[src/rtl/universal_shift_reg_param.sv]
// Parametrised universal shift register with counted burst shift/rotate and busy/done handshake.
// Optional USR_PARITY_EN adds a combinational q_parity output (XOR-reduction of q_out).
module universal_shift_reg_param #(
  parameter int DATA_WIDTH = 8,
  parameter int CNT_WIDTH  = 4
) (
  input  logic                  i_clk,
  input  logic                  clr,
  input  logic [DATA_WIDTH-1:0] in,
  input  logic [2:0]            sel_mux,
  input  logic                  sr,
  input  logic                  sl,
  input  logic                  en,
  input  logic                  start,
  input  logic [CNT_WIDTH-1:0]  shift_cnt,
`ifdef USR_PARITY_EN
  output logic                  q_parity,
`endif
  output logic [DATA_WIDTH-1:0] q_out,
  output logic                  so_r,
  output logic                  so_l,
  output logic                  busy,
  output logic                  done
);

  typedef enum logic [1:0] {IDLE, RUN, DONE} state_t;

  localparam logic [2:0] OP_HOLD = 3'b000, OP_SHR = 3'b001, OP_SHL = 3'b010,
                         OP_LOAD = 3'b011, OP_ROR = 3'b100, OP_ROL = 3'b101,
                         OP_ASR  = 3'b110;

  state_t                state, state_nxt;
  logic [DATA_WIDTH-1:0] q, q_nxt;
  logic [2:0]            mode_r, mode_nxt;
  logic [CNT_WIDTH-1:0]  cnt_r, cnt_nxt;

  function automatic logic is_shift(input logic [2:0] op);
    return (op == OP_SHR) || (op == OP_SHL) || (op == OP_ROR) ||
           (op == OP_ROL) || (op == OP_ASR);
  endfunction

  // One register step; 111 and 000 both fall through to hold.
  function automatic logic [DATA_WIDTH-1:0] step(input logic [2:0] op,
                                                 input logic [DATA_WIDTH-1:0] d);
    logic [DATA_WIDTH-1:0] r;
    r = d;
    case (op)
      OP_SHR:  r = {sr, d[DATA_WIDTH-1:1]};
      OP_SHL:  r = {d[DATA_WIDTH-2:0], sl};
      OP_LOAD: r = in;
      OP_ROR:  r = {d[0], d[DATA_WIDTH-1:1]};
      OP_ROL:  r = {d[DATA_WIDTH-2:0], d[DATA_WIDTH-1]};
      OP_ASR:  r = {d[DATA_WIDTH-1], d[DATA_WIDTH-1:1]};
      default: r = d;
    endcase
    return r;
  endfunction

  always_comb begin
    state_nxt = state;
    q_nxt     = q;
    mode_nxt  = mode_r;
    cnt_nxt   = cnt_r;
    case (state)
      IDLE: begin
        if (start && is_shift(sel_mux)) begin
          // Accepting edge only latches the burst; q is untouched.
          mode_nxt  = sel_mux;
          cnt_nxt   = shift_cnt;
          state_nxt = (shift_cnt != '0) ? RUN : DONE;
        end else if (en) begin
          q_nxt = step(sel_mux, q);
        end
      end
      RUN: begin
        q_nxt   = step(mode_r, q);
        cnt_nxt = cnt_r - 1'b1;
        if (cnt_r == CNT_WIDTH'(1)) state_nxt = DONE;
      end
      DONE:    state_nxt = IDLE;
      default: state_nxt = IDLE;
    endcase
  end

  always_ff @(posedge i_clk) begin
    if (clr) begin
      state  <= IDLE;
      q      <= '0;
      mode_r <= OP_HOLD;
      cnt_r  <= '0;
    end else begin
      state  <= state_nxt;
      q      <= q_nxt;
      mode_r <= mode_nxt;
      cnt_r  <= cnt_nxt;
    end
  end

  assign q_out = q;
  assign so_r  = q[0];
  assign so_l  = q[DATA_WIDTH-1];
  assign busy  = (state == RUN);
  assign done  = (state == DONE);

`ifdef USR_PARITY_EN
  assign q_parity = ^q;
`endif

endmodule

[config.mk]
export PLATFORM = sky130hd
export DESIGN_NAME = universal_shift_reg_param
export DESIGN_NICKNAME = d
export VERILOG_FILES = /design/src/rtl/universal_shift_reg_param.sv
export SDC_FILE = /design/constraint.sdc
export NUM_CORES = 1
export LEC_CHECK = 0
export CAP_MARGIN = 0
export CORE_MARGIN = 2
export CORE_UTILIZATION = 45
export CTS_CLUSTER_SIZE = 10
export DETAILED_ROUTE_END_ITERATION = 8
export PLACE_DENSITY = 0.83
export SYNTH_ARGS = -nofsm -noshare
export SYNTH_HDL_FRONTEND = slang
export SYNTH_SLANG_ARGS = --single-unit
[constraint.sdc]
create_clock -name i_clk -period 1.8 [get_ports i_clk]
set_clock_uncertainty 0.05 [all_clocks]
set_input_delay 0.27 -clock i_clk [delete_from_list [all_inputs] [get_ports i_clk]]
set_output_delay 0.27 -clock i_clk [all_outputs]
set_load 0.02 [all_outputs]
==> results of run 1 <==
## sequential cells by signal (all words and copies together), names as in the netlist
signal	flops
mode_r	3
state	2
cnt_r	4
q_out	8
## worst paths after layout
| kind | endpoint | slack [ns] | cells past startpoint |
|---|---|---|---|
| worst max register to register | q_out[5] | 0.09 | 5 |
| worst min-delay path | state[1] | 0.45 | 1 |
| worst min register to register | state[1] | 0.45 | 1 |
| worst max-delay path | q_out[6] | 0.05 | 6 |
## power by group through the flow
stage                     registers (mW)  clock network, mW  logic [mW]
final                              0.458              0.213       0.494
after global routing               0.464              0.230       0.533
after CTS                          0.456              0.214       0.482
after detailed placement           0.464                  0       0.480
after global placement             0.463                  0       0.471
after floorplan                    0.466                  0       0.292
## per-layer routing
metal / GRT usage (%) / vias to the layer above / wire, µm
met5: 0 / - / 0
met4: 11.1 / 0 / 45
met3: 3.25 / 5 / 242
met2: 34.8 / 72 / 2020
met1: 34.3 / 743 / 1930
li1: - / 785 / -
## layout by cell type (no fill, tap or decap), types with 3 or more instances in the layout
master and count:
nor2_1 16, a22o_1 12, inv_2 3, nor2b_1 7, a221oi_1 9, a22oi_1 5, a21oi_1 11, inv_1 3
buf_4 23, a221oi_2 3, nor3_1 4, o22ai_1 4, clkdlybuf4s50_1 27, mux2i_1 4, clkbuf_4 3, o21ai_0 3
nand2_1 16, a31oi_1 6, dlymetal6s2s_1 3, dfxtp_1 15, nand3_1 3
## stage by stage
step	instance area [µm²]	power, mW	hold WS [ns]
after global placement	1880	0.934	0.431
after CTS	1910	1.15	0.446
after global routing	1940	1.23	0.490
after detailed placement	1880	0.944	0.430
final	1940	1.17	0.452
after floorplan	1430	0.757	0.401
## final cells by class
| class | count | share of cell area, % |
|---|---|---|
| multi-input cells | 141 | 50.2 |
| clock buffers | 4 | 1.35 |
| flip-flops and latches | 17 | 17.6 |
| well taps | 44 | 2.83 |
| repair buffers | 57 | 26.8 |
| inverters | 6 | 1.16 |
## kinds of logic after synthesis
| group | share of synthesized area (%) |
|---|---|
| AO/OA/AOI/OAI | 36.4 |
| adder cells (fa/ha/maj) | 1.75 |
| multiplexers | 2.81 |
| AND/OR/NAND/NOR | 26.1 |
| flip-flops | 23.9 |
| buffers and inverters | 9.03 |
## timing repair
item,in CTS,in global routing
gates cloned,0,0
hold buffers,0,0
pin swaps,0,1
gates resized for setup,4,9
setup endpoints to repair,9,14
==> impl_metrics.toml, run 1 <==
[global_route]
grt_first_pass_wirelength_um = 6580
vias_in_the_first_global_route = 1422
grt_use_total_pct = 23.8
number_of_antenna_violations_at_the_first_check_in_global_routing = 0
grt_max_degree = 21
global_route.overflow_total = 0

[pwr]
cellPowerDensity_nw_per_um2 = 600
leakagePower_nw = 0.826
comb_power_share_pct = 42.4
netSwitchingPower_mw = 0.429
seq_power_share_pct = 39.3
fraction_of_power_consumed_by_the_clock_network_pct = 18.3
sw_frac_of_total_pct = 36.8
ir_drop_mv = 0.449
internal_power_mw = 0.737

[synthesis]
syn-instance-count = 182
synthTopCellsByCount = "dfxtp_1 (17), nand2_1 (16), nor2_1 (16), a21oi_1 (12), a22o_1 (12)"
asyncSetResetFlopFracSynth_pct = 0
syn_avg_cell_area_um2 = 7.84
synth_sequential_area_ratio_pct = 23.9
synth_top_area_share_pct = 23.9
synthesized_flop_and_latch_total = 17
most_common_flop_cell_mapped_by_yosys = "dfxtp_1"
synth_area_leaders = "dfxtp_1 (24%), a22o_1 (7.4%), a221oi_1 (6.8%)"
synth.yosys.warnings = 0
synth_edf_count = 0
post_synth_num_cell_types = 48
yosys.area.top_type = "dfxtp_1"
synth_fp_nets = 205
post_synth_instance_area_um2 = 1430
top_count_cell_post_synth = "dfxtp_1"

[cells_and_area]
antennaDiodeCount = 0
multi_input_comb_area_um2 = 976
fillerInstances = 265
flow.area_growth_from_synthesis_pct = 36.2
nets = 249
share_of_final_layout_standard_cells_stronger_than_drive_strength_1_pct = 19.1
layout.core_utilization_pct = 64.2
non_filler_instance_count_after_layout = 269
register_area_um2 = 343

[setup_path]
rr_startpoint = "mode_r[0]"
path_class = "primary input to flip-flop"
cp-startpoint = "sel_mux[1]"
critical_path_arrival_ns = 1.90
cp_max_fo = 7
crit_family = "buffers and inverters"
worst_ep_required_time_ns = 1.94
timing.critical_path.cells = "clkdlybuf4s50_1, buf_4, nand3_1, and4b_1, a32o_1, a22o_1"
critical_path_buf_inv_count = 2
slowest_stage = "clkdlybuf4s50_1"
critical-path-max-stage-delay_ns = 0.55
worst_setup_path_start_kind = "primary input"
cp-end-kind = "flip-flop"

[clocking]
cts.reportedPaths.clkPinSlew_ns = 0.10
cts_max_path_buffers = 2
cts_root_buf = "clkbuf_4"
clock_sinks = 17
cts_inserted_buffers = 3
clock_latency_ns = 0.29
tritoncts = "yes"
cts_max_level = 1
cts_setup_buffers = 0

[route]
routedWlPerCell_um = 15.8
routed_via_density = 5.97
first_pass_iters = 4
ant_nets = 0
post_route_drc_violation_count = 0
vias = 1605
route.final.wire_length_um = 4240
drc_violation_total_after_the_first_tritonroute_iteration = 121

[placement]
io_buffers = 32
place_congestion = 0.947
detailedPlacementHpwl_um = 3030
dp_worst_setup_slack_ns = -0.368
place_inst = 265

[timing]
worst-slew-pin-transition_ns = 0.463
hold_viol_final = 0
grt_setup_unrepaired = "yes"
final_min_period_over_clock_period_pct = 97.5
timing.setup.tns_ns = 0
clock.fmax_ghz = 0.570
setup_slack_ns = 0.0456
timing_max_transition_violations_final = 0
slew_margin_rel_pct = 69.1
setup_violations = 0
layout_min_cycle_time_ns = 1.75

[run_status]
outcome = "finished clean"

[worst_hold_path]
hold_path_startpoint = "state[1]"
worst_hold_path_type = "flip-flop to flip-flop"

[floorplanning]
rows = 20
core_area_um2 = 3030
floorplan.io_pins = 33
starting_utilization_of_the_core_area_pct = 47.1
vertical_die_dimension_um = 60.3
fp.dieArea_um2 = 3640
floorplan.die.width_um = 60.3

[job]
max_cap_viols = 0
Power figures use the tool's default switching activity.
==> inputs of run 2 (changes only) <==
--- a/config.mk
+++ b/config.mk
@@ -7,10 +7,10 @@
 export LEC_CHECK = 0
 export CAP_MARGIN = 0
 export CORE_MARGIN = 2
-export CORE_UTILIZATION = 45
+export CORE_UTILIZATION = 30
 export CTS_CLUSTER_SIZE = 10
 export DETAILED_ROUTE_END_ITERATION = 8
-export PLACE_DENSITY = 0.83
+export PLACE_DENSITY = 0.63
 export SYNTH_ARGS = -nofsm -noshare
 export SYNTH_HDL_FRONTEND = slang
 export SYNTH_SLANG_ARGS = --single-unit
==> constraint.sdc (replaced) <==
create_clock -name i_clk -period 1.95 [get_ports i_clk]
set_clock_uncertainty 0.05 [all_clocks]
set_input_delay 0.2925 -clock i_clk [delete_from_list [all_inputs] [get_ports i_clk]]
set_output_delay 0.2925 -clock i_clk [all_outputs]
set_load 0.02 [all_outputs]
==> run 2 against run 1 <==
  * Die area grew 46%
  * Power shrank 2.5%
  * Clock power grew 27%
  * Register-to-register slack gained 0.08 ns
  * Worst setup slack gained 0.0075 ns
  * Clock-buffer cell count is the same
  * Global-route usage shrank 8.2 points
  * Largest power group unchanged
  * Highest routed layer unchanged
==> impl_metrics.toml, run 2 (synthesis gave the netlist of run 1 again) <==
[floorplanning]
floorplan.die.width_um = 73.0
starting_utilization_of_the_core_area_pct = 30.6
rows = 25
floorplan.io_pins = 33
fp.dieArea_um2 = 5320
core_area_um2 = 4660
vertical_die_dimension_um = 73.0

[pwr]
total_power_mw = 1.14
fraction_of_power_consumed_by_the_clock_network_pct = 23.8
seq_power_share_pct = 37.4
leakagePower_nw = 0.761
netSwitchingPower_mw = 0.399
sw_frac_of_total_pct = 35.1
internal_power_mw = 0.737
cellPowerDensity_nw_per_um2 = 594
comb_power_share_pct = 38.7
ir_drop_mv = 0.303

[cells_and_area]
layout_commonest_cell = "clkdlybuf4s50_1"
largest_reg_flops = 8
fillerInstances = 484
layout.core_utilization_pct = 41.0
antennaDiodeCount = 0
layout_common_cells = "clkdlybuf4s50_1 (31), buf_4 (20), dfxtp_1 (17)"
share_of_final_layout_standard_cells_stronger_than_drive_strength_1_pct = 15.5
flow.area_growth_from_synthesis_pct = 34.0
design_area_um2 = 1910
nets = 244

[placement]
placedInstanceArea_um2 = 1850
io_buffers = 32
place_congestion = 0.839
detailedPlacementHpwl_um = 3140

[timing]
slew_margin_rel_pct = 68.0
clock.fmax_ghz = 0.527
grt_setup_unrepaired = "no"
layout_min_cycle_time_ns = 1.90
hold_viol_final = 0
timing_max_transition_violations_final = 0
setup_violations = 0
timing.setup.tns_ns = 0
worst-slew-pin-transition_ns = 0.480
final_min_period_over_clock_period_pct = 97.3

[route]
route.final.wire_length_um = 4280
first_pass_iters = 5
vias = 1596
drc_violation_total_after_the_first_tritonroute_iteration = 243
ant_nets = 0
post_route_drc_violation_count = 0
routed_via_density = 5.82
routedWlPerCell_um = 15.6

[global_route]
grt_first_pass_wirelength_um = 6670
grt_use_total_pct = 15.6
number_of_antenna_violations_at_the_first_check_in_global_routing = 0
vias_in_the_first_global_route = 1334
grt_max_degree = 21
global_route.overflow_total = 0

[setup_path]
reg2reg_slack_ns = 0.17
critical_path.endpoint = "q_out[6]"
rr_startpoint = "mode_r[2]"
path_class = "primary input to flip-flop"
cell_with_the_most_instances_on_the_worst_path = "buf_4"
worstReg2RegEnd = "q_out[2]"
critical_path_arrival_ns = 1.99
cp-startpoint = "sel_mux[1]"
critical-path-max-stage-delay_ns = 0.49
worst_ep_required_time_ns = 2.04
worst_setup_path_start_kind = "primary input"
timing.critical_path.cells = "clkdlybuf4s50_1, buf_4, buf_4, nor3_2, a21oi_2, and4_4, a211oi_4, buf_4, a22o_1"
slowest_stage = "clkdlybuf4s50_1"
reg2regPathDepth = 5
cp-end-kind = "flip-flop"
cp_max_fo = 9

[run_status]
outcome = "finished clean"

[clocking]
ctsHoldBuffers = 0
clock_sinks = 17
tritoncts = "yes"
cts_root_buf = "clkbuf_8"
cts_max_level = 1
clock_latency_ns = 0.25
cts_inserted_buffers = 3
cts.reportedPaths.clkPinSlew_ns = 0.07
cts_max_path_buffers = 2

[job]
max_cap_viols = 0

[worst_hold_path]
worst_hold_path_type = "flip-flop to flip-flop"
## run 2: cell types whose count changed in the layout (fill, tap and decap cells not counted), sizes merged
| cell | before | now |
|---|---|---|
| buf | 25 | 20 |
| clkdlybuf4s50 | 27 | 31 |
| dlygate4sd2 | 2 | 0 |
| dlymetal6s2s | 3 | 1 |
## run 2: how the worst min path moves through the flow
stage                         from       end  slack (ns)  depth (start not counted)
after CTS                 state[1]  state[1]        0.44                          1
after global routing      cnt_r[3]  cnt_r[3]        0.49                          2
final                     state[1]  state[1]        0.44                          1
after detailed placement  state[1]  state[1]        0.43                          1
after global placement    cnt_r[3]  cnt_r[3]        0.43                          2
after floorplan           state[1]  state[1]        0.40                          1
## run 2: repair_timing
item / in CTS / in global routing
hold endpoints to repair: 0 / 0
gates resized for setup: 1 / 2
pin swaps: 0 / 1
endpoints found under the setup margin: 1 / 8
setup buffers: 0 / 1
## run 2: through the flow
stage | hold slack (ns) | instances | setup slack, ns
6_report | 0.441 | 274 | 0.0531
5_1_grt | 0.485 | 274 | 0.0118
4_1_cts | 0.442 | 273 | 0.0178
3_5_place_dp | 0.431 | 269 | -0.295
3_3_place_gp | 0.429 | 269 | -0.248
2_1_floorplan | 0.403 | 182 | 0.417
## run 2: area by class of cell
class | instances | area (µm²) | area share, %
multi-input cells | 141 | 963 | 50.4
repair buffers | 52 | 473 | 24.7
flip-flops and latches | 17 | 340 | 17.8
well taps | 54 | 67.6 | 3.53
clock buffers | 4 | 45.0 | 2.36
inverters | 6 | 22.5 | 1.18
## run 2: power groups by stage
| stage | Clock, mW | Sequential, mW | Combinational, mW |
|---|---|---|---|
| floorplan | 0 | 0.430 | 0.269 |
| finish | 0.271 | 0.425 | 0.440 |
| global route | 0.297 | 0.430 | 0.476 |
| global placement | 0 | 0.432 | 0.429 |
| CTS | 0.277 | 0.424 | 0.433 |
| detailed placement | 0 | 0.432 | 0.429 |
## run 2: critical path, delay by kind of cell
family | cells | cell delay, ns
AO/OA/AOI/OAI | 3 | 0.43
buffers and inverters | 4 | 0.96
AND/OR/NAND/NOR | 2 | 0.30
## run 2: layer usage
layer,global-route usage [%],part of all wire [%],vias to the layer above
met1,24.0,48,738
met2,22.9,44,75
li1,-,-,775
met3,1.93,7.0,8
met5,0,0,-
met4,3.91,1.3,0
==> inputs of run 3 (changes only) <==
--- a/config.mk
+++ b/config.mk
@@ -7,10 +7,11 @@
 export LEC_CHECK = 0
 export CAP_MARGIN = 0
 export CORE_MARGIN = 2
-export CORE_UTILIZATION = 30
+export CORE_UTILIZATION = 50
 export CTS_CLUSTER_SIZE = 10
 export DETAILED_ROUTE_END_ITERATION = 8
-export PLACE_DENSITY = 0.63
+export GPL_ROUTABILITY_DRIVEN = 0
+export PLACE_DENSITY = 0.9
 export SYNTH_ARGS = -nofsm -noshare
 export SYNTH_HDL_FRONTEND = slang
 export SYNTH_SLANG_ARGS = --single-unit
==> run 3 against run 2 <==
  * Worst hold slack gained 0.010 ns
  * First-iteration DRC count shrank 26%
  * Via count grew 5.0%
  * Largest power group unchanged
  * Highest routed layer unchanged
  * Non-clock buffer count shrank 4
==> impl_metrics.toml, run 3 (synthesis gave the netlist of run 1 again) <==
[floorplanning]
vertical_die_dimension_um = 57.4
floorplan.die.width_um = 57.4
core_area_um2 = 2730
starting_utilization_of_the_core_area_pct = 52.2
fp.dieArea_um2 = 3300
rows = 19
floorplan.io_pins = 33

[clocking]
cts_max_level = 1
clock_sinks = 17
cts_setup_buffers = 0
clock_latency_ns = 0.31
tritoncts = "yes"
cts.reportedPaths.clkPinSlew_ns = 0.11
cts_max_path_buffers = 2
cts_inserted_buffers = 3
ctsHoldBuffers = 0
cts_root_buf = "clkbuf_4"

[timing]
final_min_period_over_clock_period_pct = 95.4
hold_viol_final = 0
worst-slew-pin-transition_ns = 0.539
setup_violations = 0
slew_margin_rel_pct = 64.1
clock.fmax_ghz = 0.537
layout_min_cycle_time_ns = 1.86
grt_setup_unrepaired = "no"
timing_max_transition_violations_final = 0

[route]
post_route_drc_violation_count = 0
route.final.wire_length_um = 4220
routedWlPerCell_um = 17.1
first_pass_iters = 5
drc_violation_total_after_the_first_tritonroute_iteration = 181
ant_nets = 0
vias = 1676
routed_via_density = 6.79

[cells_and_area]
layout_commonest_cell = "clkdlybuf4s50_1"
multi_input_comb_area_um2 = 960
largest_reg_flops = 8
share_of_final_layout_standard_cells_stronger_than_drive_strength_1_pct = 14.4
layout_common_cells = "clkdlybuf4s50_1 (31), nand2_1 (16), nor2_1 (16), dfxtp_1 (16), buf_4 (16)"
nets = 240
fillerInstances = 219
antennaDiodeCount = 0
non_filler_instance_count_after_layout = 247
register_area_um2 = 342
flow.area_growth_from_synthesis_pct = 28.5

[global_route]
number_of_antenna_violations_at_the_first_check_in_global_routing = 0
global_route.overflow_total = 0
grt_max_degree = 21
vias_in_the_first_global_route = 1540
grt_first_pass_wirelength_um = 6940
grt_use_total_pct = 26.8

[pwr]
total_power_mw = 1.07
cellPowerDensity_nw_per_um2 = 582
ir_drop_mv = 0.488
leakagePower_nw = 0.736

[placement]
io_buffers = 32
detailedPlacementHpwl_um = 3020
place_inst = 243

[setup_path]
critical_path_arrival_ns = 2.03
cp_max_fo = 11
cp-end-kind = "flip-flop"
path_class = "flip-flop to flip-flop"
worst_setup_path_start_kind = "flip-flop"
reg2reg_slack_ns = 0.09
worst_ep_required_time_ns = 2.12
reg2regPathDepth = 5
rr_startpoint = "mode_r[0]"
worstReg2RegEnd = "q_out[2]"

[job]
max_cap_viols = 0

[worst_hold_path]
hold_path_end = "state[1]"
worst_hold_path_type = "flip-flop to flip-flop"
hold_path_startpoint = "state[1]"
min_path_cells = 1

[run_status]
outcome = "finished clean"
## run 3: cell types whose count changed in the layout (fill, tap and decap cells not counted), sizes merged
cell / delta
buf: -4
clkbuf: -1
clkinv: +1
## run 3: worst max path at each step
stage          startpoint        to  slack, ns  depth (start not counted)
3_5_place_dp   sel_mux[2]  q_out[0]      -0.30                          6
4_1_cts          state[0]      busy       0.06                          3
6_report        mode_r[0]  q_out[2]       0.09                          5
5_1_grt         mode_r[0]  q_out[2]      0.007                          5
3_3_place_gp   sel_mux[2]  q_out[0]      -0.18                          6
2_1_floorplan  sel_mux[1]  q_out[2]       0.42                          7
## run 3: area by class of cell
type                       instances  area share, %
inverter                           6           1.23
clock buffer                       3           1.23
multi-input combinational        141           52.4
tap                               31           2.12
timing repair buffer              48           24.2
sequential                        17           18.6
clock inverter                     1          0.273
## run 3: critical path: stages, from the launching register on
cell and delay [ns]:
dfxtp_1 0.42, and3b_1 0.27, o21bai_1 0.26, a221oi_1 0.39, a22oi_1 0.14, a22o_1 0.23
## run 3: layer usage
metal  up-vias  part of all wire, %  track usage, %
li1        768                    -               -
met1       749                   42            36.1
met2       140                   45            40.1
met3        19                   10            4.76
met4         0                  3.5            15.6
met5         -                    0               0
## run 3: stage by stage
stage	util, %	hold WS, ns	setup slack, ns	cell area [µm²]	setup TNS [ns]
floorplan	-	0.403	0.417	1430	0
global placement	65.8	0.421	-0.182	1800	-0.919
detailed placement	65.8	0.430	-0.304	1800	-1.56
CTS	66.9	0.445	0.0551	1830	0
global route	67.0	0.488	0.00663	1830	0
finish	67.0	0.451	0.0891	1830	0
## run 3: power breakdown
| part | leakage [nW] | internal [mW] | total, mW | switching (mW) |
|---|---|---|---|---|
| clock network | 0.0177 | 0.0768 | 0.204 | 0.127 |
| registers | 0.139 | 0.380 | 0.427 | 0.0465 |
| logic | 0.578 | 0.207 | 0.437 | 0.230 |
| total | 0.736 | 0.664 | 1.07 | 0.404 |
## run 3: repair_timing
action	4_1_cts	5_1_grt
endpoints found under the setup margin	1	1
endpoints found under the hold margin	0	0
gates resized for setup	1	2
